==> src/rtl/serial_tx_framed.sv <==
// Framed serial transmitter: a DEPTH-word input FIFO feeding a start/data/parity/stop
// serialiser. Queued words leave back-to-back with no idle gap between frames.
module serial_tx_framed #(
    parameter int DATA_W     = 55,
    parameter int DEPTH      = 4,
    parameter int BIT_CYCLES = 1,
    parameter int PARITY_EN  = 0,
    parameter int STOP_BITS  = 1,
    parameter int MSB_FIRST  = 0,
    parameter int IDLE_LVL   = 0
) (
    input  logic                       Clk_S,
    input  logic                       Rst,
    input  logic [DATA_W-1:0]          TX_Data,
    input  logic                       TX_Data_Valid,
    output logic                       TX_Ready,
    output logic                       S_Data,
    output logic                       TX_Busy,
    output logic [$clog2(DEPTH+1)-1:0] Fifo_Count
);

    localparam int CNT_W    = $clog2(DEPTH + 1);
    localparam int PTR_W    = (DEPTH > 1) ? $clog2(DEPTH) : 1;
    localparam int STOP_CYC = STOP_BITS * BIT_CYCLES;
    localparam int CYC_W    = $clog2(STOP_CYC + 1);
    localparam int BIT_W    = (DATA_W > 1) ? $clog2(DATA_W) : 1;

    localparam logic             IDLE_BIT  = (IDLE_LVL != 0);
    localparam logic [CYC_W-1:0] BIT_LAST  = CYC_W'(BIT_CYCLES - 1);
    localparam logic [CYC_W-1:0] STOP_LAST = CYC_W'(STOP_CYC - 1);
    localparam logic [BIT_W-1:0] DATA_LAST = BIT_W'(DATA_W - 1);
    localparam logic [PTR_W-1:0] PTR_LAST  = PTR_W'(DEPTH - 1);
    localparam logic [CNT_W-1:0] DEPTH_C   = CNT_W'(DEPTH);

    localparam logic [2:0] ST_IDLE   = 3'd0;
    localparam logic [2:0] ST_START  = 3'd1;
    localparam logic [2:0] ST_DATA   = 3'd2;
    localparam logic [2:0] ST_PARITY = 3'd3;
    localparam logic [2:0] ST_STOP   = 3'd4;

    // Handshake: a word transfers on a rising edge where TX_Data_Valid and TX_Ready
    // are both high; TX_Ready is registered and never depends on a same-edge pop.

    logic [DATA_W-1:0] mem [DEPTH];
    logic [PTR_W-1:0]  wr_ptr;
    logic [PTR_W-1:0]  rd_ptr;
    logic [CNT_W-1:0]  count;
    logic [CNT_W-1:0]  count_nx;
    logic              push;
    logic              pop;
    logic              fifo_empty;
    logic [DATA_W-1:0] head;

    logic [2:0]        state;
    logic [2:0]        state_nx;
    logic [CYC_W-1:0]  cyc;
    logic [CYC_W-1:0]  cyc_nx;
    logic [BIT_W-1:0]  bit_idx;
    logic [BIT_W-1:0]  bit_nx;
    logic [DATA_W-1:0] shreg;
    logic [DATA_W-1:0] shreg_nx;
    logic [DATA_W-1:0] shifted;
    logic              out_bit;
    logic              parity_bit;
    logic              par_nx;
    logic              s_data_nx;

    function automatic logic [PTR_W-1:0] ptr_next(input logic [PTR_W-1:0] p);
        return (p == PTR_LAST) ? '0 : p + 1'b1;
    endfunction

    assign fifo_empty = (count == '0);
    assign head       = mem[rd_ptr];
    assign push       = TX_Data_Valid && TX_Ready && !Rst;
    assign Fifo_Count = count;
    assign TX_Busy    = (state != ST_IDLE);

    // The bit on the line is always the end of the shift register nearest the output.
    assign out_bit = (MSB_FIRST != 0) ? shreg[DATA_W-1] : shreg[0];
    assign shifted = (MSB_FIRST != 0) ? (shreg << 1) : (shreg >> 1);

    always_comb begin
        state_nx  = state;
        cyc_nx    = cyc + 1'b1;
        bit_nx    = bit_idx;
        shreg_nx  = shreg;
        par_nx    = parity_bit;
        s_data_nx = S_Data;
        pop       = 1'b0;
        case (state)
            ST_IDLE: begin
                cyc_nx    = '0;
                s_data_nx = IDLE_BIT;
                if (!fifo_empty) begin
                    pop       = 1'b1;
                    shreg_nx  = head;
                    par_nx    = ^head;
                    state_nx  = ST_START;
                    s_data_nx = ~IDLE_BIT;
                end
            end
            ST_START: begin
                if (cyc == BIT_LAST) begin
                    cyc_nx    = '0;
                    bit_nx    = '0;
                    state_nx  = ST_DATA;
                    s_data_nx = out_bit;
                    shreg_nx  = shifted;
                end
            end
            ST_DATA: begin
                if (cyc == BIT_LAST) begin
                    cyc_nx = '0;
                    if (bit_idx == DATA_LAST) begin
                        if (PARITY_EN != 0) begin
                            state_nx  = ST_PARITY;
                            s_data_nx = parity_bit;
                        end else begin
                            state_nx  = ST_STOP;
                            s_data_nx = IDLE_BIT;
                        end
                    end else begin
                        bit_nx    = bit_idx + 1'b1;
                        s_data_nx = out_bit;
                        shreg_nx  = shifted;
                    end
                end
            end
            ST_PARITY: begin
                if (cyc == BIT_LAST) begin
                    cyc_nx    = '0;
                    state_nx  = ST_STOP;
                    s_data_nx = IDLE_BIT;
                end
            end
            ST_STOP: begin
                if (cyc == STOP_LAST) begin
                    cyc_nx = '0;
                    // Chain straight into the next start bit when a word is waiting.
                    if (!fifo_empty) begin
                        pop       = 1'b1;
                        shreg_nx  = head;
                        par_nx    = ^head;
                        state_nx  = ST_START;
                        s_data_nx = ~IDLE_BIT;
                    end else begin
                        state_nx  = ST_IDLE;
                        s_data_nx = IDLE_BIT;
                    end
                end
            end
            default: begin
                cyc_nx    = '0;
                state_nx  = ST_IDLE;
                s_data_nx = IDLE_BIT;
            end
        endcase
    end

    always_comb begin
        count_nx = count;
        case ({push, pop})
            2'b10:   count_nx = count + 1'b1;
            2'b01:   count_nx = count - 1'b1;
            default: count_nx = count;
        endcase
    end

    always_ff @(posedge Clk_S) begin
        if (push) begin
            mem[wr_ptr] <= TX_Data;
        end
    end

    always_ff @(posedge Clk_S) begin
        if (Rst) begin
            wr_ptr   <= '0;
            rd_ptr   <= '0;
            count    <= '0;
            TX_Ready <= 1'b0;
        end else begin
            if (push) begin
                wr_ptr <= ptr_next(wr_ptr);
            end
            if (pop) begin
                rd_ptr <= ptr_next(rd_ptr);
            end
            count    <= count_nx;
            TX_Ready <= (count_nx < DEPTH_C);
        end
    end

    always_ff @(posedge Clk_S) begin
        if (Rst) begin
            state      <= ST_IDLE;
            cyc        <= '0;
            bit_idx    <= '0;
            shreg      <= '0;
            parity_bit <= 1'b0;
            S_Data     <= IDLE_BIT;
        end else begin
            state      <= state_nx;
            cyc        <= cyc_nx;
            bit_idx    <= bit_nx;
            shreg      <= shreg_nx;
            parity_bit <= par_nx;
            S_Data     <= s_data_nx;
        end
    end

endmodule

==> config.mk <==
export PLATFORM = sky130hd
export DESIGN_NAME = serial_tx_framed
export DESIGN_NICKNAME = d
export VERILOG_FILES = /design/src/rtl/serial_tx_framed.sv
export SDC_FILE = /design/constraint.sdc
export NUM_CORES = 1
export LEC_CHECK = 0
export CAP_MARGIN = 20
export CORE_MARGIN = 5
export CORE_UTILIZATION = 51
export DETAILED_ROUTE_END_ITERATION = 7
export PLACE_DENSITY = 0.7
export SYNTH_ARGS = -nofsm -noshare
export SYNTH_HDL_FRONTEND = slang
export SYNTH_SLANG_ARGS = --single-unit
==> constraint.sdc <==
create_clock -name Clk_S -period 3.45 [get_ports Clk_S]
set_input_delay 0.345 -clock Clk_S [delete_from_list [all_inputs] [get_ports Clk_S]]
set_output_delay 0.345 -clock Clk_S [all_outputs]
set_load 0.03 [all_outputs]
* Yosys cells after proc, flatten, opt, wreduce, memory -nomap -nowiden
Memories as Yosys holds them, arrays and structs flattened. A register that Yosys moved wholly into a read port is not among the register bits.
Index checks and enable logic that the tools add are counted.
** Word-level totals
- Bits in latches :: 0
- Memory bits (read-only) :: 0
- Memories :: 1
- Memory bits (writable) :: 220
- Input port bits :: 58
- Register bits after elaboration :: 74
- Output and inout bits :: 6
** Memory list
- mem :: words 4, width 55, read ports 1, clocked after memory_dff 1, write ports 1, RTL line 44 : logic [DATA_W-1:0] mem [DEPTH];
** Cells by class
- Muxes and demuxes :: 34
- Equality and inequality tests :: 16
- $mul :: 0
- Order comparisons :: 1
- Shifts and indexed selects :: 0
- Bitwise operators :: 2
- Add/subtract/negate cells :: 6
- Divide/modulo/power cells :: 0
- Reductions and logical operators :: 14
** Operators by type and width (count)
- 2-to-1 mux 55 bit :: 5
- case mux 55 bit (4 select lines) :: 1
- 2-to-1 mux 3 bit :: 6
- 2-to-1 mux 6 bit :: 3
- case mux 3 bit (5 select lines) :: 1
- inequality test 2 bit (second input constant) :: 7
- case mux 6 bit (2 select lines) :: 1
- 2-to-1 mux 1 bit :: 10
- 2-to-1 mux 2 bit :: 4
- AND reduction 4 bit :: 2
- adder 6 x 1 -> 6 bit (second input constant) :: 1
- == test 2 bit (second input constant) :: 3
- == test 3 x 2 -> 1 bit (second input constant) :: 2
- == test 6 bit (second input constant) :: 1
- zero test 3 bit :: 2
- case mux 3 bit (2 select lines) :: 1
- AND reduction 6 bit :: 1
- case mux 1 bit (5 select lines) :: 1
- AND reduction 5 bit :: 1
- adder 2 x 1 -> 2 bit (second input constant) :: 2
- nonzero test 4 bit :: 1
- OR reduction 4 bit :: 1
- adder 3 x 1 -> 3 bit (second input constant) :: 1
- == test 3 x 1 -> 1 bit (second input constant) :: 1
- other kinds (12) :: 14

* Logic depth before layout (Yosys ltp)
- Word-level depth :: 7
- Mapped depth :: 11

* Least setup slack after synthesis
No wires, ideal clock.
- Path type :: flip-flop to flip-flop
- From :: reg TX_Ready
- To :: mem mem[1][0], enable pin
- Setup slack :: 0.811 ns
- Stages on the path, launching flop included :: 4
- Data arrival time :: 2.221 ns
- Buffers on the path :: 0
- Clock period less this slack :: 2.639 ns
- Cells stage by stage :: dfxtp_1 > nand2_1 > nor2_1 > and2_1
** Between the ends
- Word-level cells in the longest chain between the ends :: 4
** RTL lines
- from (decl) :: RTL line 16 : output logic TX_Ready,
- from (signal assigned) :: RTL line 189 : TX_Ready <= (count_nx < DEPTH_C);
- logical AND 1 bit (2 in series) :: RTL line 74 : assign push = TX_Data_Valid && TX_Ready && !Rst;
- 2-to-1 mux 1 bit :: RTL line 170 : if (push) begin
- 2-to-1 mux 1 bit (not written as such) :: RTL line 171 : mem[wr_ptr] <= TX_Data;
- to (decl) :: RTL line 44
Every way passes these cells.

==> impl_metrics.yaml <==
run_status:
  run_status: "finished, final reports clean"
die:
  floorplan.io_pins: 64
  fp.dieH_um: 163
  num_rows: 56
  floorplan.initialDensity_pct: 51.3
  fp.dieArea_mm2: 0.0265
  die_w_um: 163
  core_area_mm2: 0.0233
clock_tree:
  cts-root-buf: "clkbuf_16"
  postCtsSetupRepairBufs: 0
  cts.clk_slew.worst_paths_ps: 60
  cts_tree: "yes"
  cts_hold_buf: 0
  tritoncts_num_sinks: 296
  tritoncts.num_buffers: 30
  post_cts_sizing: 0
  clockBufferDepth: 3
  htree_num_levels: 1
  clock_insertion_delay_worst_skew_ps: 540
worst_setup_path:
  rr_worst_depth: 8
  critical_path.reg2reg.startpoint: "state[2]"
  critPathBufInv: 0
  worst-setup-path-type: "flip-flop to flip-flop"
  critical_path.startpoint_type: "flip-flop"
  worst_ep_required_time_ps: 3920
  path_delay_family: "simple AND/OR/NAND/NOR gates"
  timing.critical_path.slowest_stage_cell: "dfxtp_2"
  highest_cell_delay_on_the_worst_timing_path_ps: 740
  timing.critical_path.cells: "nand2_1, and3_4, ha_1, fa_1, xnor2_1, nor2_1, xor2_1, nor2b_1"
  reg2reg_slack_ps: 860
  critPathArrivalTime_ps: 3060
  critical_path.max_fanout: 60
  end_kind: "flip-flop"
timing:
  max_clock_freq_mhz: 386
  max_slew.worst_pin.slew_ps: 899
  finalCritPeriodShare_pct: 75.1
  timing.setup.tns_ps: 0
  worst_skew_ps: 10.8
  setup_viol: 0
  final_hold_viol_count: 0
  rsz0062_at_grt: "false"
  timing_max_transition_violations_final: 0
  relSlewSlack_pct: 40.1
  time_the_worst_path_needs_with_i_o_delays_and_setup_ps: 2590
grt:
  antenna_found_initial: 0
  grt_max_degree: 75
  total_global_routing_overflow: 0
  gr-usage-all-layers_pct: 17.6
  grt_first_pass_wirelength_um: 37400
  first_global_vias: 6909
finish:
  post_layout_nonfiller_instances: 1131
  layout_common_cells: "220 x edfxtp_1, 73 x dfxtp_1, 64 x nand2_1, 62 x clkdlybuf4s50_1"
  ant_diodes: 0
  syn_to_final_growth_pct: 16.3
  final_layout_size_suffix_gt1_share_pct: 19.3
  finish.net_count: 855
  mostFrequentLayoutCell: "edfxtp_1"
detailed_routing:
  drt-wirelength-per-cell_um: 20.2
  drc: 0
  routed_wl_um: 22900
  dr_total_vias: 6703
  route.detailed.vias_per_inst: 5.93
  final_antenna_net_count: 0
  drtPass1Iterations: 5
  initialDrtViolationCount: 430
synth:
  synth-main-ff-cell: "edfxtp_1"
  ys_types: 48
  synth_enable_flop_cells: 220
  post_synth_instance_area_mm2: 0.0119
  synth_seq_cells: 296
  synthesis.area_per_instance_um2: 16.1
  synth_sequential_area_ratio_pct: 68.1
  syn_nets: 809
  synth_warnings: 0
  synth_instances: 742
  synth_async_sr_flop_share_pct: 0
pwr:
  power.leakage_nw: 4.26
  power.ir.vdd_worst_v: 0.000625
  power_report.internal_total_w: 0.00755
  share_of_power_burned_in_registers_pct: 42.6
  power.combinational.fraction_pct: 29.0
  pwr_dens_mw_per_mm2: 783
  power_switching_w: 0.00331
  p_clk_share_pct: 28.4
  netSwitchingFraction_pct: 30.4
placement:
  placedCellCount: 1074
  total_half_perimeter_wirelength_after_legalization_and_detailed_placement_um: 13800
  io_buffer_count: 63
  finalWeightedCongestion: 0.756
min_path:
  hold_path.startpoint: "Rst"
  worst_hold_path.endpoint: "wr_ptr[1]"
  hold_path.class: "primary input to flip-flop"
  hold_depth: 4
flow_run:
  maximum_capacitance_violations: 0
==> worst min-delay path: cells and delay by family <==
family / cells / cell delay (ps)
AND/OR/NAND/NOR: 2 / 190
AO/OA/AOI/OAI: 1 / 70
buffers and inverters: 1 / 100
==> metrics by stage <==
step,cell area [µm²],util (%),setup slack [ps],hold slack [ps],power [W]
after global routing,13900,59.6,715,250,0.0115
after CTS,13900,59.6,834,212,0.0109
after floorplan,11900,-,811,444,0.00720
final,13900,59.6,860,226,0.0109
after global placement,12900,55.5,938,464,0.00768
after detailed placement,12900,55.5,884,476,0.00783
==> cell type report <==
| type | count | area, µm² |
|---|---|---|
| clock buffer | 42 | 827 |
| clock inverter | 14 | 120 |
| fill | 1710 | 9390 |
| inverter | 6 | 22.5 |
| multi-input combinational | 370 | 3450 |
| sequential | 296 | 8130 |
| tap | 319 | 399 |
| timing repair buffer | 84 | 916 |
==> power groups by stage <==
stage	clock network, W	logic, W	registers [W]
floorplan	0	0.00263	0.00456
global placement	0	0.00302	0.00466
detailed placement	0	0.00314	0.00470
CTS	0.00314	0.00315	0.00463
global route	0.00333	0.00345	0.00469
finish	0.00308	0.00315	0.00463
==> cells in the mapped netlist, drive strengths merged (5+ instances only) <==
library cell  number  area share, %
nor2              13           0.41
a21oi              6           0.25
mux2i              6           0.50
clkbuf            35            1.1
edfxtp           220             55
buf               35            1.9
mux4              55             10
nand2             64            2.0
or3                6           0.36
o21ai             58            2.4
dfxtp             76             13
a211oi            58            3.7
a311oi            54            5.1
and2               5           0.26
ha                 8           0.84
inv                6           0.19
==> cells by family (layout without fill, tap and decap cells) <==
family                   after synthesis  after routing  share of synthesized area, %
multiplexers                          61             61                          10.9
AO/OA/AOI/OAI                        185            185                          12.0
buffers and inverters                 76            146                          3.20
AND/OR/NAND/NOR                      109            109                          4.33
other                                  1              1                        0.0314
flip-flops                           296            296                          68.1
adder cells (fa/ha/maj)               10             10                          1.09
XOR/XNOR                               4              4                         0.294
==> worst max-delay path by stage <==
stage / cells past startpoint / startpoint / end / slack [ps]
after floorplan: 3 / TX_Ready / mem[1][0] / 810
after global placement: 10 / TX_Data_Valid / flip-flop / 940
after detailed placement: 10 / TX_Data_Valid / flip-flop / 880
after CTS: 6 / state[0] / shreg[48] / 830
after global routing: 8 / state[2] / flip-flop / 710
final: 8 / state[2] / flip-flop / 860
==> registers in the layout (all words and copies together), names as in the netlist, named ones only <==
| name | count |
|---|---|
| wr_ptr | 2 |
| Fifo_Count | 2 |
| bit_idx | 6 |
| state | 3 |
| mem | 220 |
| shreg | 55 |
| rd_ptr | 2 |
| TX_Ready | 1 |
| cyc | 1 |
| S_Data | 1 |
==> layer usage <==
layer,routed length [µm],global-route usage [%],share of wire (%),up-vias
li1,-,-,-,3080
met5,0,0,0,-
met3,1060,2.25,4.6,25
met1,9750,24.1,43,3406
met2,11800,30.5,52,192
met4,280,3.55,1.2,0
(Power assumes the default switching activity.)
